===== config.mk =====
export PLATFORM = sky130hd
export DESIGN_NAME = display_scanner_flat
export DESIGN_NICKNAME = d
export VERILOG_FILES = /design/src/rtl/display_scanner_if.sv /design/src/rtl/display_scanner.sv /design/src/flat_wrapper.sv
export SDC_FILE = /design/constraint.sdc
export NUM_CORES = 1
export LEC_CHECK = 0
export CAP_MARGIN = 25
export CORE_MARGIN = 2
export CORE_UTILIZATION = 52
export CTS_BUF_LIST = sky130_fd_sc_hd__clkbuf_16
export DETAILED_ROUTE_END_ITERATION = 10
export GPL_TIMING_DRIVEN = 1
export PLACE_DENSITY = 0.79
export REMOVE_ABC_BUFFERS = 1
export SETUP_SLACK_MARGIN = 0.2
export SLEW_MARGIN = 30
export SYNTH_ARGS = -nofsm -noshare
export SYNTH_HDL_FRONTEND = slang
export SYNTH_SLANG_ARGS = --single-unit

===== constraint.sdc =====
create_clock -name clk -period 3.15 [get_ports clk]
set_clock_uncertainty 0.05 [all_clocks]
set_input_delay 0.7875 -clock clk [delete_from_list [all_inputs] [get_ports clk]]
set_output_delay 0.7875 -clock clk [all_outputs]
set_load 0.05 [all_outputs]

===== src/rtl/display_scanner_if.sv =====
// Groups the scanner's control inputs and display outputs into one bundle.
//   master : value/counter logic side. It drives enable, digits_in and digit_en.
//   slave  : the scanner. It drives AN, digit_sel, digit_val and slot_tick.
interface display_scanner_if #(
    parameter int unsigned N_DIGITS = 4
);
    localparam int unsigned SEL_W = (N_DIGITS > 1) ? $clog2(N_DIGITS) : 1;

    logic                    enable;
    logic [4*N_DIGITS-1:0]   digits_in;
    logic [N_DIGITS-1:0]     digit_en;
    logic [N_DIGITS-1:0]     AN;
    logic [SEL_W-1:0]        digit_sel;
    logic [3:0]              digit_val;
    logic                    slot_tick;

    modport master (
        output enable, digits_in, digit_en,
        input  AN, digit_sel, digit_val, slot_tick
    );

    modport slave (
        input  enable, digits_in, digit_en,
        output AN, digit_sel, digit_val, slot_tick
    );
endinterface


===== src/rtl/display_scanner.sv =====
// Time-multiplexed scanner for N common-anode seven-segment digits.
// Each digit owns a slot of PRESCALE cycles. The first BLANK_CYCLES of a slot keep
// every anode off, so the previous digit does not ghost. The digit nibble and its
// enable bit are captured at the start of the slot and held for the whole slot.
// Ports:
//   clk      : system clock
//   reset_n  : asynchronous active-low reset
//   bus      : display_scanner_if.slave
//              inputs  : enable, digits_in, digit_en
//              outputs : AN, digit_sel, digit_val, slot_tick (all registered)
// Optional build macro: LEADING_ZERO_BLANK_EN. When it is defined, digits above
// the highest nonzero nibble are also masked. Digit 0 is always shown.
module display_scanner #(
    parameter int unsigned N_DIGITS      = 4,
    parameter int unsigned PRESCALE      = 100000,
    parameter int unsigned BLANK_CYCLES  = 1000,
    parameter bit          AN_ACTIVE_LOW = 1'b1
) (
    input  logic              clk,
    input  logic              reset_n,
    display_scanner_if.slave  bus
);
    localparam int unsigned SEL_W    = (N_DIGITS > 1) ? $clog2(N_DIGITS) : 1;
    localparam int unsigned CNT_W    = $clog2(PRESCALE);
    localparam bit          NO_BLANK = (BLANK_CYCLES == 0);
    localparam logic [N_DIGITS-1:0] AN_OFF = AN_ACTIVE_LOW ? {N_DIGITS{1'b1}} : '0;

    typedef enum logic {
        ST_IDLE,
        ST_SCAN
    } state_t;

    state_t             state_q,   state_n;
    logic [CNT_W-1:0]   cnt_q,     cnt_n;
    logic [SEL_W-1:0]   sel_q,     sel_n;
    logic [3:0]         val_q,     val_n;
    logic               en_snap_q, en_snap_n;
    logic               tick_q,    tick_n;
    logic [N_DIGITS-1:0] an_q,     an_n;

    logic [SEL_W-1:0]   load_idx;
    logic               lz_ok;
    logic [N_DIGITS-1:0] onehot;

    // Index to snapshot at the next slot start. The first slot after reset is always digit 0.
    always_comb begin
        load_idx = '0;
        if (state_q == ST_SCAN && sel_q != SEL_W'(N_DIGITS - 1)) begin
            load_idx = sel_q + SEL_W'(1);
        end
    end

`ifdef LEADING_ZERO_BLANK_EN
    logic [SEL_W-1:0] hi_nz;

    // Highest nonzero nibble. It is 0 when every nibble is zero, so digit 0 stays lit.
    always_comb begin
        hi_nz = '0;
        for (int k = 0; k < int'(N_DIGITS); k++) begin
            if (bus.digits_in[4*k +: 4] != 4'h0) begin
                hi_nz = SEL_W'(k);
            end
        end
    end

    assign lz_ok = (load_idx <= hi_nz);
`else
    assign lz_ok = 1'b1;
`endif

    // Next-state and registered-output logic.
    always_comb begin
        state_n   = state_q;
        cnt_n     = cnt_q;
        sel_n     = sel_q;
        val_n     = val_q;
        en_snap_n = en_snap_q;
        tick_n    = 1'b0;
        an_n      = AN_OFF;
        onehot    = '0;

        if (bus.enable) begin
            if (state_q == ST_IDLE || cnt_q == CNT_W'(PRESCALE - 1)) begin
                // Slot start: advance the index and snapshot the digit and its mask.
                state_n   = ST_SCAN;
                cnt_n     = '0;
                sel_n     = load_idx;
                val_n     = bus.digits_in[{load_idx, 2'b00} +: 4];
                en_snap_n = bus.digit_en[load_idx] & lz_ok;
                tick_n    = 1'b1;
            end else begin
                cnt_n = cnt_q + CNT_W'(1);
            end

            // AN is computed from next-cycle state, so it stays aligned with cnt.
            if (en_snap_n && (NO_BLANK || cnt_n >= CNT_W'(BLANK_CYCLES))) begin
                onehot = N_DIGITS'(1) << sel_n;
                an_n   = AN_ACTIVE_LOW ? ~onehot : onehot;
            end
        end
    end

    // State register.
    always_ff @(posedge clk or negedge reset_n) begin
        if (!reset_n) begin
            state_q   <= ST_IDLE;
            cnt_q     <= '0;
            sel_q     <= '0;
            val_q     <= '0;
            en_snap_q <= 1'b0;
            tick_q    <= 1'b0;
            an_q      <= AN_OFF;
        end else begin
            state_q   <= state_n;
            cnt_q     <= cnt_n;
            sel_q     <= sel_n;
            val_q     <= val_n;
            en_snap_q <= en_snap_n;
            tick_q    <= tick_n;
            an_q      <= an_n;
        end
    end

    assign bus.AN        = an_q;
    assign bus.digit_sel = sel_q;
    assign bus.digit_val = val_q;
    assign bus.slot_tick = tick_q;
endmodule


===== src/flat_wrapper.sv =====
// flat-port wrapper written by rule: the top's interface ports become plain ports
module display_scanner_flat 
#(
    parameter int unsigned N_DIGITS      = 4,
    parameter int unsigned PRESCALE      = 100000,
    parameter int unsigned BLANK_CYCLES  = 1000,
    parameter bit          AN_ACTIVE_LOW = 1'b1
)
  (clk, reset_n, bus_enable, bus_digits_in, bus_digit_en, bus_AN, bus_digit_sel, bus_digit_val, bus_slot_tick);
  display_scanner_if #(.N_DIGITS(N_DIGITS)) bus_i ();
  input  logic clk;
  input  logic reset_n;
  input wire logic [$bits(bus_i.enable)-1:0] bus_enable;
  input wire logic [$bits(bus_i.digits_in)-1:0] bus_digits_in;
  input wire logic [$bits(bus_i.digit_en)-1:0] bus_digit_en;
  output wire logic [$bits(bus_i.AN)-1:0] bus_AN;
  output wire logic [$bits(bus_i.digit_sel)-1:0] bus_digit_sel;
  output wire logic [$bits(bus_i.digit_val)-1:0] bus_digit_val;
  output wire logic [$bits(bus_i.slot_tick)-1:0] bus_slot_tick;
  assign bus_i.enable = bus_enable;
  assign bus_i.digits_in = bus_digits_in;
  assign bus_i.digit_en = bus_digit_en;
  assign bus_AN = bus_i.AN;
  assign bus_digit_sel = bus_i.digit_sel;
  assign bus_digit_val = bus_i.digit_val;
  assign bus_slot_tick = bus_i.slot_tick;
  display_scanner #(.N_DIGITS(N_DIGITS), .PRESCALE(PRESCALE), .BLANK_CYCLES(BLANK_CYCLES), .AN_ACTIVE_LOW(AN_ACTIVE_LOW)) u_core (.clk(clk), .reset_n(reset_n), .bus(bus_i));
endmodule

After elaboration in Yosys (flattened, before gate mapping)
Cells that the tools add are included. W data, S select, Z words.

Input bits: 23. Output and inout bits: 11. Word-level logic and storage cells: 34. Bits in registers: 30.

Equality and inequality tests: 2. Bitwise gates (word level): 2. Reductions and logical operators: 4. Add/sub/neg operators: 2. $lt $le $gt $ge: 2. Multiplexer cells: 13. Shift operators: 2.

Operator list (number): $mux W17 (2); $add A17 B1 Y17 const B (1); $eq A17 B17 Y1 const B (1); $ge A17 B10 Y1 const B (1); $shiftx A16 B5 Y4 (1); $mux W4 (2); $mux W2 (3); $mux W1 (5); $not A4 Y4 (1); $shl A1 B2 Y4 const A (1); $lt A2 B3 Y1 const B (1); $add A2 B1 Y2 const B (1); $bmux W1 S2 (1); $logic_and A1 B1 Y1 (2); $ne A2 B2 Y1 const B (1); $reduce_and A2 Y1 (1); $logic_or A1 B1 Y1 (1); $not A1 Y1 (1).

Depth between registers and ports, before layout
Depth in word-level cells: 10. Gate-level depth with buffers: 8. Depth with buffers taken out: 7.

Worst setup path before layout
No wires, ideal clock.

Kind: reg2reg. Start: register u_core.cnt_q[0]. End: register u_core.an_q[0] (netlist: u_core.bus.AN[0]). Clock period less this slack: 2.287 ns. Arrival: 2.169 ns. Setup slack: 0.863 ns. Stages on the path, launching flop included: 8. Setup time: 0.068 ns. Path through: dfrtp_1 > ha_1 > nand4_4 > nor4_4 > xor2_1 > or4_1 > a211o_1 > nand4b_1.

Longest elaborated chain between the ends: 8.

Ends and longest elaborated chain: start, declared (RTL line display_scanner.sv:34) `logic [CNT_W-1:0] cnt_q, cnt_n;`; start signal, assigned (RTL line display_scanner.sv:115) `cnt_q <= cnt_n;`; branches (longest 6 deep; another with $add A17 B1 Y17); $mux W4 * (RTL line display_scanner.sv:96) `if (en_snap_n && (NO_BLANK || cnt_n >= CNT_W'(BLANK_CYCLES))) begin`; $mux W4 * (RTL line display_scanner.sv:82) `if (bus.enable) begin`; named net u_core.an_n[0] (RTL line display_scanner.sv:39) `logic [N_DIGITS-1:0] an_q, an_n;`; end signal, assigned (RTL line display_scanner.sv:120) `an_q <= an_n;`; end, declared (RTL line display_scanner.sv:39).

Mark *: on every way through the listed nets, which the timed path passes. The select of a mux whose other input is x is not followed. A chain may end at the register's enable or synchronous reset.

Worst setup path in the final report
Start: register u_core.sel_q[0] (netlist: u_core.bus.digit_sel[0]). End: output bus_digit_sel[0].

RTL lines: start, declared (RTL line display_scanner.sv:35) `logic [SEL_W-1:0] sel_q, sel_n;`; start signal, assigned (RTL line display_scanner.sv:116) `sel_q <= sel_n;`; end, declared (RTL line flat_wrapper.sv:17) `output wire logic [$bits(bus_i.digit_sel)-1:0] bus_digit_sel;`.

No word-level cell between the ends.

==> impl_metrics.json <==
{
  "outcome": "complete, no violations",
  "finalNonFillerCells": 285,
  "cp_max_fo": 15,
  "period_minus_slack_ps": 2620,
  "antenna_found_initial": 0,
  "area_growth_pct": 26.8,
  "cts_resized": 0,
  "overflow": 0,
  "hold_violations": 0,
  "syn_inst": 207,
  "min_to": "u_core.bus.digit_val[0]$_DFFE_PN0P_",
  "die_h_um": 63.6,
  "path_class": "reg -> out",
  "gp_congestion": 0.858,
  "core.rowCount": 21,
  "top_layer": "met4",
  "power.leakage_nw": 0.975,
  "drv_slew": 0,
  "regToRegEndpoint": "u_core.bus.AN[1]$_DFF_PN1_",
  "drc_errors": 0,
  "synth_area_leader_cell": "dfrtp_1",
  "layout.nets": 263,
  "n_fill_cell": 278,
  "first_pass_iters": 4,
  "clock_latency_ps": 280,
  "irDropWorstVdd_v": 0.000375,
  "wl_per_cell_um": 15.4,
  "cp_slowest_cell": "clkdlybuf4s50_1",
  "relSlewSlack_pct": 55.8,
  "dieArea_mm2": 0.00404,
  "cts_root_buf": "clkbuf_16",
  "htree_levels": 2,
  "via_count": 1679,
  "start_kind": "flip-flop",
  "synth_enable_flop_cells": 0,
  "setup_violations": 0,
  "worst_slack_ps": 526,
  "grt_usage_pct": 24.5,
  "ys.warnings.count": 0,
  "r2r_slack_ps": 640,
  "cts_hold_buf": 0,
  "cpPeakStageDelay_ps": 890,
  "tightest_slew_ps": 661,
  "fin_util_pct": 69.6,
  "whs_path_depth": 2,
  "drive_gt1_share_pct": 11.3,
  "p_per_area_mw_per_mm2": 502,
  "grt_pass1_vias": 1655,
  "syn_avg_cell_area_um2": 8.92,
  "tns_ps": 0,
  "dp_cells": 277,
  "cp_top_family": "buffers and inverters",
  "reg2reg_depth": 7,
  "crit_buf_inv": 1,
  "path_cells": "clkdlybuf4s50_1",
  "crit_required_ps": 2310,
  "ant_nets": 0,
  "worstPathArrival_ps": 1790,
  "rsz0062_at_grt": "no",
  "fin_crit_sh_pct": 83.3,
  "clk_pin_slew_ps": 50,
  "wl_met3_um": 183,
  "synth_area_leaders": "dfrtp_1, nand2_1, dfstp_2",
  "max-cap-violations": 0,
  "synth_top_cell_area_share_pct": 35.3,
  "netlist_top_cells_count": "nand2_1, dfrtp_1, o21ai_1, nor2_1, nand3_1",
  "dp_slack_ps": 667,
  "syn_area_mm2": 0.00185,
  "drt_wl_total_mm": 4.38,
  "dr.first_iter.drc_count": 157,
  "synthArstFlopShare_pct": 100,
  "numCtsBuffers": 5,
  "ioPinCount": 34,
  "min_from": "u_core.bus.digit_val[0]$_DFFE_PN0P_",
  "cts.sinks": 30,
  "via_per_inst": 5.89,
  "dieWidth_um": 63.6,
  "cts_setup_buffers": 0,
  "start_util_pct": 54.9,
  "synth_cell_types": 46,
  "met1_length_mm": 2.04,
  "synth_seq_cells": 30,
  "yosysSeqAreaShare_pct": 40.9,
  "hpwlAfterDp_mm": 2.97,
  "cts_tree": "yes",
  "antenna_cells": 0,
  "io_buffers": 33,
  "worst_setup_path_end_kind": "output port",
  "wl_met2_mm": 2.09,
  "yosys_most_used_dff": "dfrtp_1",
  "grt_pass1_wl_mm": 7.79,
  "grt_max_degree": 31,
  "core-area_mm2": 0.00336,
  "regToRegStartpoint": "u_core.cnt_q[0]$_DFFE_PN0P_",
  "max_freq_mhz": 381,
  "hold_path_class": "reg -> reg",
  "cts_buffer_depth": 2,
  "synth.most_common_cell": "nand2_1"
}
==> metrics by stage <==
stage                     total power [mW]  cell area, µm²  hold WS (ps)
after floorplan                      0.628            1790           435
after global placement               0.716            2200           426
after detailed placement             0.719            2200           431
after CTS                             1.18            2340           448
after global routing                  1.23            2340           493
final                                 1.18            2340           440
==> report_power, final <==
group          internal, mW  switching [mW]
Clock                 0.288           0.169
Combinational        0.0995           0.112
Sequential            0.425          0.0824
==> how the worst max path moves through the flow <==
stage,from,endpoint,slack (ps),depth (start not counted)
final,u_core.bus.digit_sel[0]$_DFFE_PN0P_,bus_digit_sel[0],530,1
after global routing,u_core.bus.digit_sel[0]$_DFFE_PN0P_,bus_digit_sel[0],440,1
after CTS,u_core.bus.digit_sel[0]$_DFFE_PN0P_,bus_digit_sel[0],530,1
after detailed placement,bus_enable,u_core.cnt_q[13]$_DFFE_PN0P_,670,5
after global placement,u_core.cnt_q[0]$_DFFE_PN0P_,u_core.bus.AN[1]$_DFF_PN1_,740,7
after floorplan,u_core.cnt_q[0]$_DFFE_PN0P_,u_core.bus.digit_sel[0]$_DFFE_PN0P_,790,5
==> final cells by class <==
cell class	instances	area, µm²	share of cell area [%]
clock buffers	5	125	5.34
flip-flops and latches	30	756	32.3
inverters	5	18.8	0.802
well taps	46	57.6	2.46
repair buffers	36	353	15.1
multi-input cells	160	1010	43.3
clock inverters	3	16.3	0.695
==> layout by cell type (no fill, tap or decap), types with 4 or more instances in the layout <==
cell type        instances
o22ai_1                  5
nand3_1                  9
dfstp_2                  4
nand2_1                 30
nand3b_1                 4
nor2_1                  12
o21ai_1                 20
nand4_1                  7
o41ai_1                  4
mux2_2                   5
dfrtp_1                 26
and3_1                   5
a21oi_1                  8
o21ai_0                  4
clkbuf_16                5
xnor2_1                  4
clkdlybuf4s50_1         33
==> registers in the layout (all words and copies together) (netlist names) <==
name,cells
u_core.bus.slot_tick,1
u_core.bus.digit_sel,2
u_core.cnt_q,17
u_core.bus.AN,4
u_core.bus.digit_val,4
u_core.en_snap_q,1
u_core.state_q,1
==> logic make-up (layout without fill, tap and decap cells) <==
logic type | after synthesis | in the layout | synth area share (%)
and+or+nand+nor | 90 | 90 | 27.1
AOI/OAI and AO/OA | 54 | 54 | 19.1
DFF | 30 | 30 | 40.9
buffers and inverters | 17 | 49 | 4.07
xor gates and xnor gates | 7 | 7 | 3.32
muxes | 7 | 7 | 4.20
adders and majority gates | 2 | 2 | 1.36
==> layer usage <==
metal,track usage [%],vias up
met5,0,-
met4,10.1,0
met3,5.71,4
met2,38.4,39
met1,32.6,807
li1,-,829
Note: power is estimated with default switching activity, not from simulation.
